**src/rtl/aclint_multi_hart_pkg.sv**
```systemverilog
// Shared constants, types and helpers for the multi-hart ACLINT timer/software-interrupt device.
package aclint_multi_hart_pkg;

  localparam int XLEN = 64;

  typedef logic [63:0] UInt64;

  localparam UInt64 MMAP_ACLINT_BASE    = 64'h0000_0000_0200_0000;
  localparam UInt64 ACLINT_MSIP_OFS     = 64'h0000_0000_0000_0000;
  localparam UInt64 ACLINT_MTIMECMP_OFS = 64'h0000_0000_0000_4000;
  localparam UInt64 ACLINT_MTIME_OFS    = 64'h0000_0000_0000_BFF8;
  localparam int    ACLINT_MAX_HARTS    = 32;

  typedef enum logic [1:0] {
    REG_NONE,
    REG_MSIP,
    REG_MTIMECMP,
    REG_MTIME
  } aclint_reg_e;

  // idx is the MSIP doubleword (2 harts each) or the MTIMECMP hart number.
  typedef struct packed {
    aclint_reg_e kind;
    logic [4:0]  idx;
  } aclint_dec_t;

  function automatic UInt64 wmask_expand(input logic [7:0] wmask);
    UInt64 m;
    for (int i = 0; i < 8; i++) m[i*8 +: 8] = {8{wmask[i]}};
    return m;
  endfunction

  // Offset is relative to the device base; bits [2:0] never take part in decode.
  function automatic aclint_dec_t aclint_decode(input UInt64 ofs, input int unsigned harts);
    aclint_dec_t d;
    d.kind = REG_NONE;
    d.idx  = '0;
    if (ofs[63:7] == ACLINT_MSIP_OFS[63:7] && 32'({ofs[6:3], 1'b0}) < harts) begin
      d.kind = REG_MSIP;
      d.idx  = {1'b0, ofs[6:3]};
    end else if (ofs[63:8] == ACLINT_MTIMECMP_OFS[63:8] && 32'(ofs[7:3]) < harts) begin
      d.kind = REG_MTIMECMP;
      d.idx  = ofs[7:3];
    end else if (ofs[63:3] == ACLINT_MTIME_OFS[63:3]) begin
      d.kind = REG_MTIME;
    end
    return d;
  endfunction

endpackage

```
**src/rtl/aclint_multi_hart_if.sv**
```systemverilog
// Membus request/response bundle: single-beat 64-bit accesses with byte write mask.
interface aclint_multi_hart_if;
  import aclint_multi_hart_pkg::*;

  logic       valid;
  logic       ready;
  UInt64      addr;
  logic       wen;
  UInt64      wdata;
  logic [7:0] wmask;
  logic       rvalid;
  UInt64      rdata;

  modport master (output valid, addr, wen, wdata, wmask, input ready, rvalid, rdata);
  modport slave  (input valid, addr, wen, wdata, wmask, output ready, rvalid, rdata);
endinterface

```
**src/rtl/aclint_multi_hart_mtime_counter.sv**
```systemverilog
// Shared mtime: prescaled free-running 64-bit counter with a byte-masked software write port.
module aclint_mtime_counter
  import aclint_multi_hart_pkg::*;
#(
  parameter int unsigned TICK_DIV = 1
) (
  input  logic  clk,
  input  logic  rst,
  input  logic  wr_en_i,
  input  UInt64 wr_data_i,
  input  UInt64 wr_mask_i,
  output UInt64 mtime_o
);

  localparam int unsigned   PW         = (TICK_DIV > 1) ? $clog2(TICK_DIV) : 1;
  localparam logic [PW-1:0] PRESC_LAST = PW'(TICK_DIV - 1);

  logic [PW-1:0] presc_q, presc_d;
  UInt64         mtime_q, mtime_d;
  logic          tick;

  assign tick    = (presc_q == PRESC_LAST);
  assign mtime_o = mtime_q;

  // NOTE: both next-state values get a full default before the override, so no latch is inferred.
  always_comb begin
    presc_d = tick ? '0 : presc_q + 1'b1;
    mtime_d = tick ? mtime_q + 64'd1 : mtime_q;
    // A software write wins over a coincident tick and restarts the prescale period.
    if (wr_en_i) begin
      presc_d = '0;
      mtime_d = (wr_data_i & wr_mask_i) | (mtime_q & ~wr_mask_i);
    end
  end

  // NOTE: state registers use non-blocking assignment so every flop samples pre-edge values.
  always_ff @(posedge clk) begin
    if (rst) begin
      presc_q <= '0;
      mtime_q <= '0;
    end else begin
      presc_q <= presc_d;
      mtime_q <= mtime_d;
    end
  end

endmodule

```
**src/rtl/aclint_multi_hart.sv**
```systemverilog
// ACLINT MSWI/MTIMER for HART_NUM harts on Membus: per-hart msip and mtimecmp, shared mtime.
module aclint_multi_hart
  import aclint_multi_hart_pkg::*;
#(
  parameter int unsigned HART_NUM  = 1,
  parameter int unsigned TICK_DIV  = 1,
  parameter UInt64       BASE_ADDR = MMAP_ACLINT_BASE
) (
  input  logic                clk,
  input  logic                rst,
  aclint_multi_hart_if.slave  membus,
  output logic [HART_NUM-1:0] msip,
  output logic [HART_NUM-1:0] mtip
);

  UInt64                       ofs;
  aclint_dec_t                 dec;
  logic                        wr_en;
  logic                        rd_en;
  UInt64                       wr_mask;
  UInt64                       mtime;
  UInt64                       mtimecmp_q [HART_NUM];
  UInt64                       mtimecmp_d [HART_NUM];
  logic [HART_NUM-1:0]         msip_q, msip_d;
  logic [ACLINT_MAX_HARTS-1:0] msip_pad;
  logic                        rvalid_q;
  UInt64                       rdata_q, rdata_d;

  assign ofs           = membus.addr - BASE_ADDR;
  assign dec           = aclint_decode(ofs, HART_NUM);
  assign wr_en         = membus.valid & membus.wen;
  assign rd_en         = membus.valid & ~membus.wen;
  assign wr_mask       = wmask_expand(membus.wmask);
  assign msip_pad      = ACLINT_MAX_HARTS'(msip_q);
  assign membus.ready  = 1'b1;
  assign membus.rvalid = rvalid_q;
  assign membus.rdata  = rdata_q;
  assign msip          = msip_q;

  aclint_mtime_counter #(
    .TICK_DIV (TICK_DIV)
  ) u_mtime (
    .clk       (clk),
    .rst       (rst),
    .wr_en_i   (wr_en && dec.kind == REG_MTIME),
    .wr_data_i (membus.wdata),
    .wr_mask_i (wr_mask),
    .mtime_o   (mtime)
  );

  // Hart h sits in doubleword h/2, lane h%2; only byte 0 of a lane carries the msip bit.
  always_comb begin
    mtimecmp_d = mtimecmp_q;
    msip_d     = msip_q;
    for (int h = 0; h < int'(HART_NUM); h++) begin
      if (wr_en && dec.kind == REG_MTIMECMP && dec.idx == 5'(h))
        mtimecmp_d[h] = (membus.wdata & wr_mask) | (mtimecmp_q[h] & ~wr_mask);
      if (wr_en && dec.kind == REG_MSIP && dec.idx == 5'(h / 2) && membus.wmask[(h % 2) * 4])
        msip_d[h] = membus.wdata[(h % 2) * 32];
    end
  end

  always_comb begin
    rdata_d = '0;
    if (rd_en) begin
      case (dec.kind)
        REG_MSIP:
          rdata_d = {31'b0, msip_pad[{dec.idx[3:0], 1'b1}], 31'b0, msip_pad[{dec.idx[3:0], 1'b0}]};
        REG_MTIMECMP:
          for (int h = 0; h < int'(HART_NUM); h++)
            if (dec.idx == 5'(h)) rdata_d = mtimecmp_q[h];
        REG_MTIME:
          rdata_d = mtime;
        default: ;
      endcase
    end
  end

  always_comb begin
    mtip = '0;
    for (int h = 0; h < int'(HART_NUM); h++) mtip[h] = (mtime >= mtimecmp_q[h]);
  end

  always_ff @(posedge clk) begin
    if (rst) begin
      rvalid_q <= 1'b0;
      rdata_q  <= '0;
      msip_q   <= '0;
      // NOTE: the compare array is reset on purpose: all-ones keeps mtip low until software arms it.
      for (int h = 0; h < int'(HART_NUM); h++) mtimecmp_q[h] <= '1;
    end else begin
      rvalid_q <= membus.valid;
      rdata_q  <= rdata_d;
      msip_q   <= msip_d;
      for (int h = 0; h < int'(HART_NUM); h++) mtimecmp_q[h] <= mtimecmp_d[h];
    end
  end

endmodule

```
**src/flat_wrapper.sv**
```systemverilog
// flat-port wrapper written by rule: the top's interface ports become plain ports
module aclint_multi_hart_flat import aclint_multi_hart_pkg::*;
#(
  parameter int unsigned HART_NUM  = 1,
  parameter int unsigned TICK_DIV  = 1,
  parameter UInt64       BASE_ADDR = MMAP_ACLINT_BASE
)
  (clk, rst, msip, mtip, membus_valid, membus_addr, membus_wen, membus_wdata, membus_wmask, membus_ready, membus_rvalid, membus_rdata);
  aclint_multi_hart_if membus_i ();
  input  logic clk;
  input  logic rst;
  output logic [HART_NUM-1:0] msip;
  output logic [HART_NUM-1:0] mtip;
  input wire logic [$bits(membus_i.valid)-1:0] membus_valid;
  input wire logic [$bits(membus_i.addr)-1:0] membus_addr;
  input wire logic [$bits(membus_i.wen)-1:0] membus_wen;
  input wire logic [$bits(membus_i.wdata)-1:0] membus_wdata;
  input wire logic [$bits(membus_i.wmask)-1:0] membus_wmask;
  output wire logic [$bits(membus_i.ready)-1:0] membus_ready;
  output wire logic [$bits(membus_i.rvalid)-1:0] membus_rvalid;
  output wire logic [$bits(membus_i.rdata)-1:0] membus_rdata;
  assign membus_i.valid = membus_valid;
  assign membus_i.addr = membus_addr;
  assign membus_i.wen = membus_wen;
  assign membus_i.wdata = membus_wdata;
  assign membus_i.wmask = membus_wmask;
  assign membus_ready = membus_i.ready;
  assign membus_rvalid = membus_i.rvalid;
  assign membus_rdata = membus_i.rdata;
  aclint_multi_hart #(.HART_NUM(HART_NUM), .TICK_DIV(TICK_DIV), .BASE_ADDR(BASE_ADDR)) u_core (.clk(clk), .rst(rst), .membus(membus_i), .msip(msip), .mtip(mtip));
endmodule
```
**config.mk**
```make
export PLATFORM = sky130hd
export DESIGN_NAME = aclint_multi_hart_flat
export DESIGN_NICKNAME = d
export VERILOG_FILES = /design/src/rtl/aclint_multi_hart_pkg.sv /design/src/rtl/aclint_multi_hart_if.sv /design/src/rtl/aclint_multi_hart_mtime_counter.sv /design/src/rtl/aclint_multi_hart.sv /design/src/flat_wrapper.sv
export SDC_FILE = /design/constraint.sdc
export NUM_CORES = 1
export LEC_CHECK = 0
export CAP_MARGIN = 20
export CELL_PAD_IN_SITES_DETAIL_PLACEMENT = 1
export CELL_PAD_IN_SITES_GLOBAL_PLACEMENT = 1
export CORE_ASPECT_RATIO = 1.1
export CORE_UTILIZATION = 38
export CTS_CLUSTER_SIZE = 8
export DETAILED_ROUTE_END_ITERATION = 8
export PLACE_DENSITY = 0.8
export SYNTH_ARGS = -nofsm -noshare
export SYNTH_HDL_FRONTEND = slang
export SYNTH_HIERARCHICAL = 1
export SYNTH_SLANG_ARGS = --single-unit
```
**constraint.sdc**
```tcl
create_clock -name clk -period 10.9 [get_ports clk]
set_clock_uncertainty 0.05 [all_clocks]
set_input_delay 1.635 -clock clk [delete_from_list [all_inputs] [get_ports clk]]
set_output_delay 1.635 -clock clk [all_outputs]
set_load 0.05 [all_outputs]
```
==> out/summary.txt <==
Post-Place Worst Slack: 3420 ps
Comb power frac: 9.6%
Clock transition at path regs: 80 ps
Syn avg cell area: 8.23 sq um
Unrepaired setup endpoints after global routing: false
Starting density of the core: 38.6%
Switch Pwr: 392 uW
Post-cts resize count: 0
Pin count of the biggest net entering global routing: 107
Core ar.: 0.0314 sq mm
# port buffers: 203
Layout cells sized above 1: 7.09%
I/O pin cnt: 208
Fmax: 141 MHz
TNS Setup: 0 ps
Worst-path fanout max: 106
Slowest cell on crit path: or4_4
Most frequent cell after synthesis: dfxtp_1
Hold Path Depth: 2
Run status: complete, no violations
Vias in the first global route: 12509
Seq cells post-synth: 195
# clock sinks: 195
Fin cells: 2056
Top cells by area, synth: dfxtp_1 32%, ha_1 6.9%, nor2_1 5.8%
DRC violation count after routing: 0
Num CTS Buffers: 17
Final hold viol count: 0
Placement Cell Area: 0.0144 sq mm
Synth area leader: dfxtp_1
Net Sw Frac: 25.8%
FF-to-FF setup slack: 7890 ps
CTS H-Tree Depth: 4
CP Class: input pin to flip-flop
Via count: 12121
Unique cell type count in the Yosys netlist: 75
Crit-path leading delay family: simple AND/OR/NAND/NOR gates
Pleak: 0.00559 uW
CP bufs+invs: 4
CTS Root Cell: clkbuf_16
Post-route minimum period: 7110 ps
Synth Instances: 1473
Post-synth EDFFs: 0
Drt wl/cell: 20.2 um
Startpoint types: input pin
CTS tree: built
Total track usage: 25.5%
Worst VDD drop: 0.104 mV
Register area share after synthesis: 32.2%
Detailed Routing Iterations Pass 1: 5
First-pass GRT wire length: 66100 um
Vias per cell: 5.90
Final GP Congestion: 0.886
Synth-to-Final Area Change: 23.9%
Final setup vio count: 0
Post-synth top area share: 32.2%
Final count of pins violating max slew: 0
Final ANT Viol Nets: 0
Yosys Warn Count: 6
Clk Latency, worst-skew pair: 440 ps
Clock share of power: 42.6%
Die X: 172 um
Post-Synthesis Cell Area: 0.0121 sq mm
Worst R2R Path Depth: 5
Relative slew slack: 25.7%
Final nets: 1830
Hold-fix buffers, CTS: 0
PwrDens: 101 mW/mm^2
Sequential cell fraction of total power: 47.8%
Stages on the worst setup path: 16
Ant. Diodes: 0
Main flop type after synthesis: dfxtp_1
Grt total ovfl: 0
Initial antenna violation count: 0
Final instance area: 0.0150 sq mm
Critical path origin: membus_addr[25]
Hold Crit Class: flip-flop to flip-flop
Cell mode on critical path: nor3b_1
Crit path arrival time: 7410 ps
Inst Count DP: 2024
Internal: 1130 uW
Post-CTS Repair Setup Buffers: 0
Max stage delay on crit path: 940 ps
Row cnt: 68
CP cell instances: clkdlybuf4s50_1 > inv_1 > ha_1 > nor3b_1 > nand4_1 > nor3b_1 > o21ai_0 > a211o_1 > or4_4 > nor2_4 > buf_12 > nand2b_1 > buf_4 > a21oi_1 > or4_1 > nor3_1
Period utilization: 65.2%
CP Capture Type: flip-flop
Clk buf depth: 2
Post-DP HPWL: 29600 um
Worst slew pin tran: 1100 ps
Die Y: 189 um
Async S/R FF share, synth: 0%
Final setup margin: 3790 ps
Routed WL: 41400 um
Syn nets: 1680
Die ar.: 0.0326 sq mm
Post-synth top cells: 195 x dfxtp_1, 187 x nor2_1, 87 x inv_1
Starting DRT DRC Count: 724
Max Cap Viol: 0
Worst Path Required: 11200 ps
cell type report:
class	count	area, sq um
Clock inverter	13	150
Clock buffer	19	433
Timing Repair Buffer	214	2140
Inverter	88	330
Multi-Input combinational cell	1107	7550
Sequential cell	195	3900
Tap cell	420	526
Fill cell	3710	16400
cells in the final DEF (no fill, tap or decap), types with 5 or more instances in the layout:
cell	instances
a211oi_1	15
dfxtp_1	195
and3_1	23
mux2i_1	68
a32oi_1	7
o21a_1	10
buf_4	9
a31oi_1	28
xor2_1	5
clkbuf_16	17
a311oi_1	8
clkdlybuf4s50_1	202
nor3_1	55
inv_1	87
a21o_1	8
nand4_1	49
nor2_1	185
nand2b_1	24
nor4_4	9
or2_2	5
o31ai_1	15
o21bai_1	18
a21oi_1	58
a22oi_1	63
nor4_1	34
a2111oi_0	12
xnor2_1	5
o31a_1	5
ha_1	67
nand2_1	78
nor4_2	5
o21ai_0	41
a221oi_1	13
nand3_1	43
or4_1	18
and4_1	15
or3_1	8
nor3b_1	7
nor3_2	37
power groups by stage:
stage / clock network [uW] / registers, uW / logic, uW
floorplan: 0 / 741 / 58.3
global placement: 0 / 744 / 141
detailed placement: 0 / 745 / 145
CTS: 659 / 728 / 146
global route: 688 / 729 / 158
finish: 648 / 728 / 146
stage by stage:
step | utilization, % | hold WS (ps) | total power (uW)
after floorplan | - | 438 | 799
after global placement | 46.0 | 442 | 885
after detailed placement | 46.0 | 454 | 890
after CTS | 47.9 | 467 | 1530
after global routing | 47.9 | 492 | 1580
final | 47.9 | 464 | 1520
cells by family (layout without fill, tap and decap cells):
logic type               count (synthesis)  count (layout)  share of synthesized area (%)
adder cells (fa/ha/maj)                 67              67                           6.91
AND/OR/NAND/NOR                        624             624                           29.4
AO/OA/AOI/OAI                          335             335                           19.3
multiplexers                            69              69                           5.70
flip-flops                             195             195                           32.2
buffers and inverters                  171             334                           5.78
XOR/XNOR                                10              10                          0.722
other                                    2               2                         0.0619
worst register-to-register path, stage by stage (launching register included):
cell and delay (ps):
dfxtp_1 560, nand4_2 270, nor4_2 680, nand2_1 530, or4_1 610, a211oi_1 220
worst min-delay path by stage:
stage | start | to | slack [ps]
detailed placement | u_core/msip | u_core/msip | 450
floorplan | flip-flop | flip-flop | 440
finish | u_core/msip | u_core/msip | 460
global placement | u_core/msip | u_core/msip | 440
CTS | u_core/msip | u_core/msip | 470
global route | u_core/msip | u_core/msip | 490
per-layer routing:
| metal | global-route usage (%) | vias up | share of wire (%) |
|---|---|---|---|
| li1 | - | 5789 | - |
| met1 | 31.2 | 5964 | 43 |
| met2 | 45.0 | 304 | 50 |
| met3 | 3.07 | 64 | 4.1 |
| met4 | 10.3 | 0 | 2.8 |
| met5 | 0 | - | 0 |
(Power assumes the default switching activity.)
